File: config.mk
export PLATFORM = sky130hd
export DESIGN_NAME = hz_meter
export DESIGN_NICKNAME = d
export VERILOG_FILES = /design/src/rtl/hz_meter.sv
export SDC_FILE = /design/constraint.sdc
export NUM_CORES = 1
export LEC_CHECK = 0
export CORE_MARGIN = 2
export CORE_UTILIZATION = 61
export DETAILED_ROUTE_END_ITERATION = 6
export PLACE_DENSITY = 0.82
export SLEW_MARGIN = 20
export SYNTH_ARGS = -nofsm -noshare
export SYNTH_HDL_FRONTEND = slang
export SYNTH_SLANG_ARGS = --single-unit
File: constraint.sdc
create_clock -name clk -period 3.3 [get_ports clk]
set_clock_uncertainty 0.15 [all_clocks]
set_input_delay 0.825 -clock clk [delete_from_list [all_inputs] [get_ports clk]]
set_output_delay 0.825 -clock clk [all_outputs]
set_load 0.03 [all_outputs]
File: src/rtl/hz_meter.sv
// hz_meter: measures period and high time (in clk cycles) of a slow asynchronous square wave.
// Latency: a sig_in rise sampled at posedge n shows as meas_valid sampled at posedge n+SYNC_STAGES+1.
// Backpressure: none; results are single-cycle pulses that must be captured when meas_valid is high.
//
// Ports:
//   clk        system clock, all logic on posedge
//   reset      asynchronous active-low clear
//   sig_in     asynchronous square wave under measurement
//   period_out cycles between the last two accepted rising edges
//   high_out   high cycles within that period
//   meas_valid 1-cycle pulse, period_out/high_out just updated
//   glitch     1-cycle pulse, a period shorter than MIN_PERIOD was rejected
//   no_signal  level, no accepted measurement since reset or since the last timeout
module hz_meter #(
  parameter int SYNC_STAGES = 2,
  parameter int CNT_W       = 28,
  parameter int TIMEOUT_CYC = 200_000_000,
  parameter int MIN_PERIOD  = 4
) (
  input  logic             clk,
  input  logic             reset,
  input  logic             sig_in,
  output logic [CNT_W-1:0] period_out,
  output logic [CNT_W-1:0] high_out,
  output logic             meas_valid,
  output logic             glitch,
  output logic             no_signal
);

  localparam logic [CNT_W-1:0] TIMEOUT_V = CNT_W'(TIMEOUT_CYC);
  localparam logic [CNT_W-1:0] MIN_V     = CNT_W'(MIN_PERIOD);
  localparam logic [CNT_W-1:0] ONE_V     = CNT_W'(1);

  typedef enum logic {
    IDLE,
    MEASURE
  } state_t;

  // Front end: synchronizer chain plus one history flop for edge detection.
  logic [SYNC_STAGES-1:0] sync_q;
  logic                   s_prev_q;
  logic                   s;
  logic                   rise;

  assign s    = sync_q[SYNC_STAGES-1];
  assign rise = s & ~s_prev_q;

  always_ff @(posedge clk or negedge reset) begin
    if (!reset) begin
      sync_q   <= '0;
      s_prev_q <= 1'b0;
    end else begin
      sync_q   <= {sync_q[SYNC_STAGES-2:0], sig_in};
      s_prev_q <= s;
    end
  end

  // Counters restart at 1 on the edge cycle so that on the next edge cycle they
  // hold exactly the period and the number of high cycles within it.
  logic [CNT_W-1:0] run_cnt_q, run_cnt_d;
  logic [CNT_W-1:0] high_cnt_q, high_cnt_d;

  always_comb begin
    run_cnt_d  = run_cnt_q;
    high_cnt_d = high_cnt_q;
    if (rise) begin
      run_cnt_d  = ONE_V;
      high_cnt_d = ONE_V;
    end else begin
      if (run_cnt_q < TIMEOUT_V) begin
        run_cnt_d = run_cnt_q + ONE_V;
      end
      if (s && (high_cnt_q != '1)) begin
        high_cnt_d = high_cnt_q + ONE_V;
      end
    end
  end

  always_ff @(posedge clk or negedge reset) begin
    if (!reset) begin
      run_cnt_q  <= '0;
      high_cnt_q <= '0;
    end else begin
      run_cnt_q  <= run_cnt_d;
      high_cnt_q <= high_cnt_d;
    end
  end

  // Measurement FSM with registered outputs.
  state_t           state_q, state_d;
  logic [CNT_W-1:0] period_q, period_d;
  logic [CNT_W-1:0] high_q, high_d;
  logic             meas_valid_q, meas_valid_d;
  logic             glitch_q, glitch_d;
  logic             no_signal_q, no_signal_d;

  always_comb begin
    state_d      = state_q;
    period_d     = period_q;
    high_d       = high_q;
    meas_valid_d = 1'b0;
    glitch_d     = 1'b0;
    no_signal_d  = no_signal_q;
    case (state_q)
      IDLE: begin
        // First edge after reset/timeout only opens the window; the partial
        // period before it carries no usable measurement.
        if (rise) begin
          state_d = MEASURE;
        end
      end
      MEASURE: begin
        // A rise on the same cycle the timeout threshold is reached wins.
        if (rise) begin
          if (run_cnt_q >= MIN_V) begin
            period_d     = run_cnt_q;
            high_d       = high_cnt_q;
            meas_valid_d = 1'b1;
            no_signal_d  = 1'b0;
          end else begin
            glitch_d = 1'b1;
          end
        end else if (run_cnt_q == TIMEOUT_V) begin
          no_signal_d = 1'b1;
          state_d     = IDLE;
        end
      end
      default: state_d = IDLE;
    endcase
  end

  always_ff @(posedge clk or negedge reset) begin
    if (!reset) begin
      state_q      <= IDLE;
      period_q     <= '0;
      high_q       <= '0;
      meas_valid_q <= 1'b0;
      glitch_q     <= 1'b0;
      no_signal_q  <= 1'b1;
    end else begin
      state_q      <= state_d;
      period_q     <= period_d;
      high_q       <= high_d;
      meas_valid_q <= meas_valid_d;
      glitch_q     <= glitch_d;
      no_signal_q  <= no_signal_d;
    end
  end

  assign period_out = period_q;
  assign high_out   = high_q;
  assign meas_valid = meas_valid_q;
  assign glitch     = glitch_q;
  assign no_signal  = no_signal_q;

endmodule

==> summary.txt, run 1 <==
GRT
  – Total GRT Usage: 0.281
  – Vias in the first global route: 4490
  – Largest net degree at the start of global routing: 45
  – First-pass GRT wire length: 22.1 mm
  – Initial antenna violation count: 0
  – Final global-route overflow total: 0

Clock tree
  – Root buffer cell: clkbuf_8
  – CTS hold repair buffers: 0
  – CTS sink cnt: 119
  – Clock buffer depth: 2
  – H-tree depth: 4
  – Total CTS buffers: 17
  – Resized cells post-CTS: 0
  – TritonCTS clock tree: built
  – Clk_lat worst skew: 520 ps
  – Clock transition at the registers of the reported paths: 50 ps
  – Setup bufs post-CTS: 0

Setup path
  – Type of origin of the critical path: flip-flop
  – Critical path buffers and inverters: 1
  – CP arrival: 1770 ps
  – Critical path cell sequence: clkdlybuf4s50_1
  – Setup CP Type: reg -> out
  – Cell family contributing the most delay on the critical path: buffers and inverters
  – Critical Path RT: 2320 ps
  – Crit. End Element: primary output
  – Max incr delay on CP: 680 ps
  – Slowest-stage cell, CP: clkdlybuf4s50_1
  – Crit path max fanout: 3

Power
  – Lkg Pwr: 3.14 nW
  – Switching share of power: 0.246
  – Peak VDD IR: 530 uV
  – Clock power frac: 0.480
  – Internal: 0.00323 W
  – Part of the power in combinational logic: 0.132
  – Cell Pwr Density: 609 mW/mm2
  – Switch Pwr: 0.00105 W
  – Seq pwr share: 0.388

Finish
  – Non-Filler Instances: 703
  – Fill cells: 557
  – Layout cells sized above 1: 0.189
  – N_diodes: 0
  – Final #Nets: 586
  – Syn-to-layout area delta: 24.7%

Floorplan
  – Die Span Y: 100 um
  – # IOs: 62
  – FP Rows: 35
  – Die width: 100 um
  – Die area: 0.0100 mm2
  – Starting Density: 0.619
  – Core region area: 0.00911 mm2

Yosys
  – Post-synthesis async set-or-reset flop share: 1.00
  – Sequential share of the synthesized area: 0.528
  – Share of the synthesized area in the top cell type: 0.523
  – Synth area leader: dfrtp_1
  – Post-synth top flop: dfrtp_1
  – Top cells by area, synth: dfrtp_1 (52%), mux2_2 (11%), a21oi_1 (3.0%), nand2_1 (2.3%), or3_1 (2.2%)
  – Synthesized instance count: 519
  – Post-Syn Area per Cell: 10.9 um2
  – Register bit total from synthesis: 119
  – Netlist cell types: 51
  – Warnings from Yosys: 0
  – Post-synth net total: 525
  – Mapped cell area: 0.00564 mm2
  – Number of synthesized flops with an enable pin: 0

Worst hold path
  – Min-Delay Path Class: in -> async

Timing
  – Slew HR: 0.535
  – Setup WS post-layout: 557 ps
  – Fin crit share: 0.831
  – Min Tclk post-route: 2740 ps
  – Setup TNS: 0 ps
  – Final Max Tran Viols: 0
  – RSZ-0062 raised after global routing: no
  – Worst-Margin Slew: 694 ps
  – Endpoints failing setup: 0
  – Final hold vios: 0
  – Fmax: 0.365 GHz

Drt
  – Drt pass-1 iters: 6
  – # DRC: 0
  – Wirelength per Cell: 19.2 um
  – WL final: 13.5 mm
  – DR vias: 4685
  – Detail Route Antenna Nets: 0
  – DR iter-0 viols: 474
  – Post-DR vias/cell: 6.66

Outcome
  – Status: finished, final reports clean

Run
  – Max-cap violations: 0

Place
  – RD Place Congestion: 0.867
  – Dpl cells: 672
  – Dpl hpwl: 8.28 mm
  – IO Port Bufs: 61
  – Place WS: 760 ps
## cells in the mapped netlist, types with 5 or more instances
master	number
a211o_1	5
nand3_1	23
or4_1	14
inv_1	10
o21ai_0	24
a21oi_1	34
nor2_1	24
dfrtp_1	118
o2111ai_1	6
nor4_1	14
o31ai_1	12
a31oi_1	5
and3_1	10
nand2_1	34
mux2_2	56
or3_1	20
and4_1	5
clkbuf_1	15
buf_2	13
nand4_1	19
nor3_1	5
## stage by stage
step                 util  power, W  hold slack [ps]  cell area [um2]
finish              0.773   0.00428              152             7040
global placement    0.699   0.00222              209             6370
global route        0.773   0.00442              184             7040
detailed placement  0.699   0.00223              204             6370
CTS                 0.772   0.00429              162             7030
floorplan               -   0.00202              181             5640
## final cells by class
class                      instances  area, um2  share of cell area
clock buffer                      22        463              0.0658
tap                              111        139              0.0197
clock inverter                     9        195              0.0277
multi-input combinational        358       2480               0.353
inverter                          11       41.3             0.00587
sequential                       119       2980               0.423
timing repair buffer              73        736               0.105
## power groups by stage
stage                     clock (W)  sequential (W)  combinational, W
after global routing        0.00214         0.00167          0.000610
after global placement            0         0.00167          0.000545
final                       0.00206         0.00166          0.000564
after detailed placement          0         0.00168          0.000556
after floorplan                   0         0.00173          0.000288
after CTS                   0.00206         0.00166          0.000566
## flip-flops by register name, indices dropped and copies added (netlist names)
signal	cells
s_prev_q	1
sync_q	2
glitch	1
run_cnt_q	28
high_cnt_q	28
high_out	28
no_signal	1
period_out	28
meas_valid	1
state_q	1
## metal layers
metal	GRT usage	wire length, um
met2	0.440	6730
met3	0.0794	1120
met4	0.112	205
met1	0.374	5480
met5	0	0
## final timing paths
kind,start,endpoint,slack (ps),depth (start not counted)
hold / removal,reset,high_out[19],150,1
max in group asynchronous,reset,run_cnt_q[20],2170,2
setup reg to reg,run_cnt_q[12],period_out[23],740,6
setup / recovery,no_signal,no_signal,560,1
hold reg to reg,sync_q[0],sync_q[1],220,0
min in group clk,sync_q[0],sync_q[1],220,0
## cells in the final DEF, fill, tap and decap left out, drive strengths merged, types with 5 or more instances in the layout
cell type / synthesis / routed
or3: 20 / 20
o21ai: 25 / 25
bufinv: 0 / 6
inv: 10 / 10
clkbuf: 16 / 22
or4: 14 / 14
a211o: 5 / 5
nand2: 34 / 34
and3: 10 / 10
buf: 15 / 13
nor3: 7 / 7
mux2: 56 / 56
nand3: 23 / 23
clkdlybuf4s50: 0 / 60
nor2: 24 / 24
dfrtp: 118 / 118
a31oi: 5 / 5
nand4: 19 / 19
o2111ai: 6 / 6
and4: 6 / 6
a21oi: 34 / 34
nor4: 15 / 15
o31ai: 12 / 12
## kinds of logic (layout without fill, tap and decap cells)
group,Yosys count,count (layout),share of synthesized area
fa+ha+maj,3,3,0.00665
xor+xnor,7,7,0.0109
mux,57,57,0.114
buf+inv,42,115,0.0337
simple gates,180,180,0.177
flops,119,119,0.528
compound gates,111,111,0.130
Power figures use the tool's default switching activity.
==> run 2: changes to the inputs <==
--- a/config.mk
+++ b/config.mk
@@ -6,9 +6,9 @@
 export NUM_CORES = 1
 export LEC_CHECK = 0
 export CORE_MARGIN = 2
-export CORE_UTILIZATION = 61
+export CORE_UTILIZATION = 51
 export DETAILED_ROUTE_END_ITERATION = 6
-export PLACE_DENSITY = 0.82
+export PLACE_DENSITY = 0.73
 export SLEW_MARGIN = 20
 export SYNTH_ARGS = -nofsm -noshare
 export SYNTH_HDL_FRONTEND = slang
==> constraint.sdc (replaced) <==
create_clock -name clk -period 2.39 [get_ports clk]
set_clock_uncertainty 0.15 [all_clocks]
set_input_delay 0.5975 -clock clk [delete_from_list [all_inputs] [get_ports clk]]
set_output_delay 0.5975 -clock clk [all_outputs]
set_load 0.03 [all_outputs]
==> run 2 against run 1 <==
The run now ends with DRC left. First-iteration DRC count decreased by 38%. Worst setup slack got worse by 520 ps. Sequential power increased by 37%. Sequential share of layout area decreased by 1.0 points. Flip-flop and latch count unchanged. Register-to-register slack got worse by 630 ps. Cell count increased by 7.3%. Non-clock buffer count increased by 21.
==> summary.txt, run 2 (synthesized netlist as in run 1, its figures left out) <==
Finish
  – Syn-to-layout area delta: 27.8% (was 24.7%)
  – N_diodes: 0 (unchanged)
  – Final #Nets: 607 (was 586)
  – Fin util: 0.668 (was 0.773)
  – Layout cells sized above 1: 0.226 (was 0.189)
  – Most common cell after layout, fill and taps aside: dfrtp_1 (unchanged)
  – Most frequent cells in the layout: dfrtp_1 (118), clkdlybuf4s50_1 (59), mux2_2 (56) (was dfrtp_1 (118), clkdlybuf4s50_1 (60), mux2_2 (56))

Clock tree
  – Clock transition at the registers of the reported paths: 50 ps (about the same)
  – TritonCTS clock tree: built (unchanged)
  – Clock buffer depth: 2 (unchanged)
  – Total CTS buffers: 17 (unchanged)
  – Clk_lat worst skew: 520 ps (about the same)
  – CTS sink cnt: 119 (unchanged)
  – H-tree depth: 4 (unchanged)
  – Root buffer cell: clkbuf_8 (unchanged)

GRT
  – Final global-route overflow total: 0 (unchanged)
  – First-pass GRT wire length: 22.5 mm (was 22.1 mm)
  – Initial antenna violation count: 0 (unchanged)
  – Largest net degree at the start of global routing: 44 (was 45)
  – Vias in the first global route: 4618 (was 4490)
  – Total GRT Usage: 0.243 (was 0.281)

Timing
  – Setup TNS: 0 ps (unchanged)
  – Final hold vios: 0 (unchanged)
  – Slew HR: 0.526 (was 0.535)
  – Min Tclk post-route: 2350 ps
  – Fin crit share: 0.984
  – Endpoints failing setup: 0 (unchanged)
  – Worst-Margin Slew: 708 ps (was 694 ps)
  – RSZ-0062 raised after global routing: no (unchanged)
  – Fmax: 0.425 GHz
  – Final Max Tran Viols: 0 (unchanged)

Power
  – Cell Pwr Density: 778 mW/mm2 (was 609 mW/mm2)
  – Switch Pwr: 0.00148 W (was 0.00105 W)
  – Peak VDD IR: 558 uV (was 530 uV)
  – Part of the power in combinational logic: 0.142 (was 0.132)
  – Lkg Pwr: 3.24 nW (was 3.14 nW)
  – Seq pwr share: 0.407 (was 0.388)
  – Clock power frac: 0.451 (was 0.480)
  – Internal: 0.00412 W (was 0.00323 W)
  – Switching share of power: 0.265 (was 0.246)

Drt
  – Detail Route Antenna Nets: 0 (unchanged)
  – Post-DR vias/cell: 6.18 (was 6.66)
  – Wirelength per Cell: 18.0 um (was 19.2 um)
  – WL final: 13.6 mm (was 13.5 mm)
  – # DRC: 4 (was 0)
  – DR iter-0 viols: 295 (was 474)
  – DR vias: 4662 (was 4685)
  – Drt pass-1 iters: 7 (was 6)

Worst hold path
  – Min-Delay Path Class: reg -> reg (was in -> async)

Setup path
  – Slowest-stage cell, CP: clkdlybuf4s50_1 (unchanged)
  – Cell family contributing the most delay on the critical path: buffers and inverters (unchanged)
  – Critical Path RT: 1640 ps (was 2320 ps)
  – Minimum setup slack among reg-to-reg paths: 110 ps (was 740 ps)
  – Max incr delay on CP: 700 ps (was 680 ps)
  – Critical path buffers and inverters: 1 (unchanged)
  – Crit. End Element: primary output (unchanged)
  – Setup CP Type: reg -> out (unchanged)
  – CP arrival: 1600 ps (was 1770 ps)
  – Type of origin of the critical path: flip-flop (unchanged)
  – Critical path cell sequence: clkdlybuf4s50_1 (unchanged)
  – Crit path max fanout: 2 (was 3)

Floorplan
  – Core region area: 0.0108 mm2 (was 0.00911 mm2)
  – Die width: 109 um (was 100 um)
  – Die Span Y: 109 um (was 100 um)
  – # IOs: 62 (unchanged)
  – Die area: 0.0119 mm2 (was 0.0100 mm2)
  – Starting Density: 0.523 (was 0.619)
  – FP Rows: 38 (was 35)

Outcome
  – Violated checks: DRC
  – Status: complete, but fails checks (was finished, final reports clean)

Place
  – RD Place Congestion: 0.915 (was 0.867)
  – Dpl hpwl: 8.90 mm (was 8.28 mm)
  – IO Port Bufs: 61 (unchanged)

Run
  – Max-cap violations: 0 (unchanged)
==> run 2: layout make-up <==
type	instances	area, um2
timing repair buffer	94	907
tap	140	175
fill	791	3580
sequential	119	2980
inverter	11	41.3
multi-input combinational	358	2510
clock inverter	13	154
clock buffer	19	442
==> run 2: stage by stage <==
stage	total power (W)	setup slack [ps]	std cells	hold WS, ps	area [um2]
final	0.00561	38.8	754	215	7210
after detailed placement	0.00310	-60.1	721	202	6570
after global routing	0.00581	4.34	754	219	7210
after CTS	0.00565	21.4	754	218	7180
after floorplan	0.00278	257	519	152	5640
after global placement	0.00308	38.0	721	189	6570
==> run 2: path summary, 6_finish.rpt <==
check | cells past startpoint | startpoint | end
max reg2reg | 5 | run_cnt_q[10] | run_cnt_q[18]
min | 0 | sync_q[0] | sync_q[1]
max in group asynchronous | 3 | reset | no_signal
max | 1 | period_out[21] | period_out[21]
min reg2reg | 0 | sync_q[0] | sync_q[1]
min in group asynchronous | 2 | reset | meas_valid
==> run 2: power by group through the flow <==
stage	Combinational (W)	Clock, W	Sequential (W)
after floorplan	0.000398	0	0.00238
after global placement	0.000781	0	0.00230
after detailed placement	0.000794	0	0.00231
after CTS	0.000803	0.00257	0.00228
after global routing	0.000860	0.00266	0.00230
final	0.000796	0.00253	0.00228
==> run 2: repair_timing <==
item,CTS,global route
setup buffers,0,0
gates resized for setup,2,6
setup endpoints to repair,12,15
endpoints found under the hold margin,39,0
hold buffers,1,0
==> run 2: metal layers <==
metal  track usage  up-vias  routed length [um]
met3        0.0616       25                 861
met1         0.334     2323                6020
met2         0.378      191                6480
met4        0.0814        0                 191
met5             0        -                   0
li1              -     2123                   -
==> run 3: changes to the inputs <==
--- a/config.mk
+++ b/config.mk
@@ -5,7 +5,6 @@
 export SDC_FILE = /design/constraint.sdc
 export NUM_CORES = 1
 export LEC_CHECK = 0
-export CORE_MARGIN = 2
 export CORE_UTILIZATION = 51
 export DETAILED_ROUTE_END_ITERATION = 6
 export PLACE_DENSITY = 0.73
==> run 3 against run 2 <==
The run now ends clean. Worst setup slack improved by 25 ps. Combinational power rose by 3.1%. Die area fell by 3.6%. Cell count rose by 0.80%. Hold slack improved by 1.4 ps. Wire length rose by 4.9%. Sequential power barely moved. Clock power fell by 4%. Non-clock buffer count rose by 5. Utilization rose by 0.26 points. Design area rose by 0.38%. Critical path depth rose by 4. Critical endpoint is now run_cnt_q[3]. Largest cell class unchanged. Highest routed layer unchanged.
==> summary.txt, run 3 (synthesized netlist as in run 1, its figures left out) <==
Outcome
  – Status: finished, final reports clean (was complete, but fails checks)

Power
  – Switch Pwr: 0.00149 W (was 0.00148 W)
  – Switching share of power: 0.270 (was 0.265)
  – Internal: 0.00403 W (was 0.00412 W)
  – Peak VDD IR: 496 uV (was 558 uV)
  – Seq pwr share: 0.414 (was 0.407)
  – Cell Pwr Density: 763 mW/mm2 (was 778 mW/mm2)
  – Lkg Pwr: 3.25 nW (was 3.24 nW)
  – Clock power frac: 0.437 (was 0.451)
  – Pwr Total: 0.00553 W (was 0.00561 W)
  – Part of the power in combinational logic: 0.149 (was 0.142)

Timing
  – Worst-Margin Slew: 706 ps (was 708 ps)
  – Final Max Tran Viols: 0 (unchanged)
  – Final hold vios: 0 (unchanged)
  – Fin crit share: 0.973 (was 0.984)
  – Fmax: 0.430 GHz (was 0.425 GHz)
  – Min Tclk post-route: 2330 ps (was 2350 ps)
  – Slew HR: 0.529 (was 0.526)
  – RSZ-0062 raised after global routing: no (unchanged)
  – Endpoints failing setup: 0 (unchanged)

Worst hold path
  – Min-Delay Path Class: reg -> reg (unchanged)
  – Worst Hold Path EP: sync_q[1] (unchanged)
  – Hold Path Cell Cnt: 0 (unchanged)
  – Hold Startpoint: sync_q[0] (unchanged)

GRT
  – Total GRT Usage: 0.258 (was 0.243)
  – First-pass GRT wire length: 23.0 mm (was 22.5 mm)
  – Initial antenna violation count: 0 (unchanged)
  – Largest net degree at the start of global routing: 74 (was 44)
  – Final global-route overflow total: 0 (unchanged)
  – Vias in the first global route: 4673 (was 4618)

Clock tree
  – H-tree depth: 4 (unchanged)
  – Root buffer cell: clkbuf_8 (unchanged)
  – TritonCTS clock tree: built (unchanged)
  – Clock buffer depth: 2 (unchanged)
  – Total CTS buffers: 17 (unchanged)
  – Clk_lat worst skew: 530 ps (was 520 ps)
  – Setup bufs post-CTS: 0 (unchanged)
  – CTS sink cnt: 119 (unchanged)
  – Clock transition at the registers of the reported paths: 60 ps (was 50 ps)

Setup path
  – CP arrival: 2620 ps (was 1600 ps)
  – Critical path cell sequence: or3_1 > a41oi_2 > o21ai_2 > or4_1 > a21oi_1 (was clkdlybuf4s50_1)
  – Path depth of the worst reg2reg path: 5 (unchanged)
  – Critical path buffers and inverters: 0 (was 1)
  – Critical Path RT: 2680 ps (was 1640 ps)
  – Setup CP Type: reg -> reg (was reg -> out)
  – Crit path max fanout: 16 (was 2)
  – Cell family contributing the most delay on the critical path: simple AND/OR/NAND/NOR gates (was buffers and inverters)
  – Reg2Reg Launch Point: run_cnt_q[10] (unchanged)
  – Minimum setup slack among reg-to-reg paths: 60 ps (was 110 ps)
  – Crit. End Element: flip-flop (was primary output)
  – Max incr delay on CP: 530 ps (was 700 ps)
  – R2R Path End: run_cnt_q[3] (was run_cnt_q[18])
  – Slowest-stage cell, CP: or4_1 (was clkdlybuf4s50_1)
  – Type of origin of the critical path: flip-flop (unchanged)

Place
  – Dpl cells: 725 (was 721)
  – Dpl hpwl: 8.70 mm (was 8.90 mm)
  – Placed Area: 0.00660 mm2 (was 0.00657 mm2)
  – IO Port Bufs: 61 (unchanged)
  – RD Place Congestion: 0.910 (was 0.915)

Drt
  – # DRC: 0 (was 4)
  – WL final: 14.2 mm (was 13.6 mm)
  – DR vias: 4755 (was 4662)
  – Drt pass-1 iters: 5 (was 7)
  – Post-DR vias/cell: 6.26 (was 6.18)
  – Wirelength per Cell: 18.7 um (was 18.0 um)
  – Detail Route Antenna Nets: 0 (unchanged)
  – DR iter-0 viols: 315 (was 295)

Floorplan
  – FP Rows: 38 (unchanged)
  – Die width: 107 um (was 109 um)
  – Starting Density: 0.523 (unchanged)
  – # IOs: 62 (unchanged)
  – Core region area: 0.0108 mm2 (unchanged)
  – Die area: 0.0115 mm2 (was 0.0119 mm2)
  – Die Span Y: 107 um (was 109 um)

Finish
  – Most common cell after layout, fill and taps aside: dfrtp_1 (unchanged)
  – Design Area, Final: 0.00724 mm2 (was 0.00721 mm2)
  – Fill cells: 817 (was 791)
  – FF+latch area: 0.00298 mm2 (unchanged)
  – Layout cells sized above 1: 0.231 (was 0.226)
  – Most frequent cells in the layout: dfrtp_1 (118), clkdlybuf4s50_1 (59), mux2_2 (56) (unchanged)
  – Final #Nets: 613 (was 607)
  – N_diodes: 0 (unchanged)
  – Non-Filler Instances: 760 (was 754)
  – Syn-to-layout area delta: 28.3% (was 27.8%)
  – Area of the multi-input gates: 0.00252 mm2 (was 0.00251 mm2)

Run
  – Max-cap violations: 0 (unchanged)
==> run 3: power groups by stage <==
stage                     Combinational (W)  Clock, W  Sequential, W
after global placement             0.000771         0        0.00231
after CTS                          0.000796   0.00243        0.00228
final                              0.000821   0.00242        0.00229
after detailed placement           0.000786         0        0.00231
after global routing               0.000884   0.00253        0.00231
after floorplan                    0.000398         0        0.00238
==> run 3: worst max-delay path by stage <==
| stage | startpoint | end | cells after the start |
|---|---|---|---|
| 6_report | run_cnt_q[10] | run_cnt_q[3] | 5 |
| 5_1_grt | run_cnt_q[10] | run_cnt_q[3] | 5 |
| 4_1_cts | run_cnt_q[16] | run_cnt_q[3] | 6 |
| 3_5_place_dp | run_cnt_q[12] | run_cnt_q[13] | 5 |
| 3_3_place_gp | run_cnt_q[2] | period_out[3] | 6 |
| 2_1_floorplan | run_cnt_q[2] | high_out[25] | 8 |
==> run 3: worst reg2reg max path: cells and delay by family (launching register included) <==
kind | cells | cell delay [ps]
flip-flops | 1 | 370
AND/OR/NAND/NOR | 2 | 910
AO/OA/AOI/OAI | 3 | 820
==> run 3: what timing repair did <==
item	4_1_cts	5_1_grt
cloned	0	2
gates resized for setup	2	7
hold buffers	1	0
endpoints found under the hold margin	46	0
pin swaps	0	1
setup endpoints to repair	19	57
==> run 3: final cells by class <==
| class | count | area share |
|---|---|---|
| clock buffer | 23 | 0.0631 |
| clock inverter | 9 | 0.0138 |
| inverter | 11 | 0.00570 |
| multi-input combinational | 359 | 0.349 |
| sequential | 119 | 0.412 |
| tap | 140 | 0.0242 |
| timing repair buffer | 99 | 0.133 |
==> run 3: stage by stage <==
step | setup TNS [ps] | hold slack (ps) | utilization | setup WS, ps
after floorplan | 0 | 152 | - | 257
after global placement | 0 | 186 | 0.612 | 124
after detailed placement | -380 | 208 | 0.612 | -51.4
after CTS | 0 | 221 | 0.665 | 35.9
after global routing | 0 | 229 | 0.671 | 0.977
final | 0 | 216 | 0.671 | 63.5
==> run 3: metal layers <==
metal / wire length, um / track usage / vias to the layer above
met4: 265 / 0.114 / 0
met1: 6180 / 0.342 / 2370
li1: - / - / 2142
met2: 6840 / 0.405 / 210
met5: 0 / 0 / -
met3: 920 / 0.0620 / 33
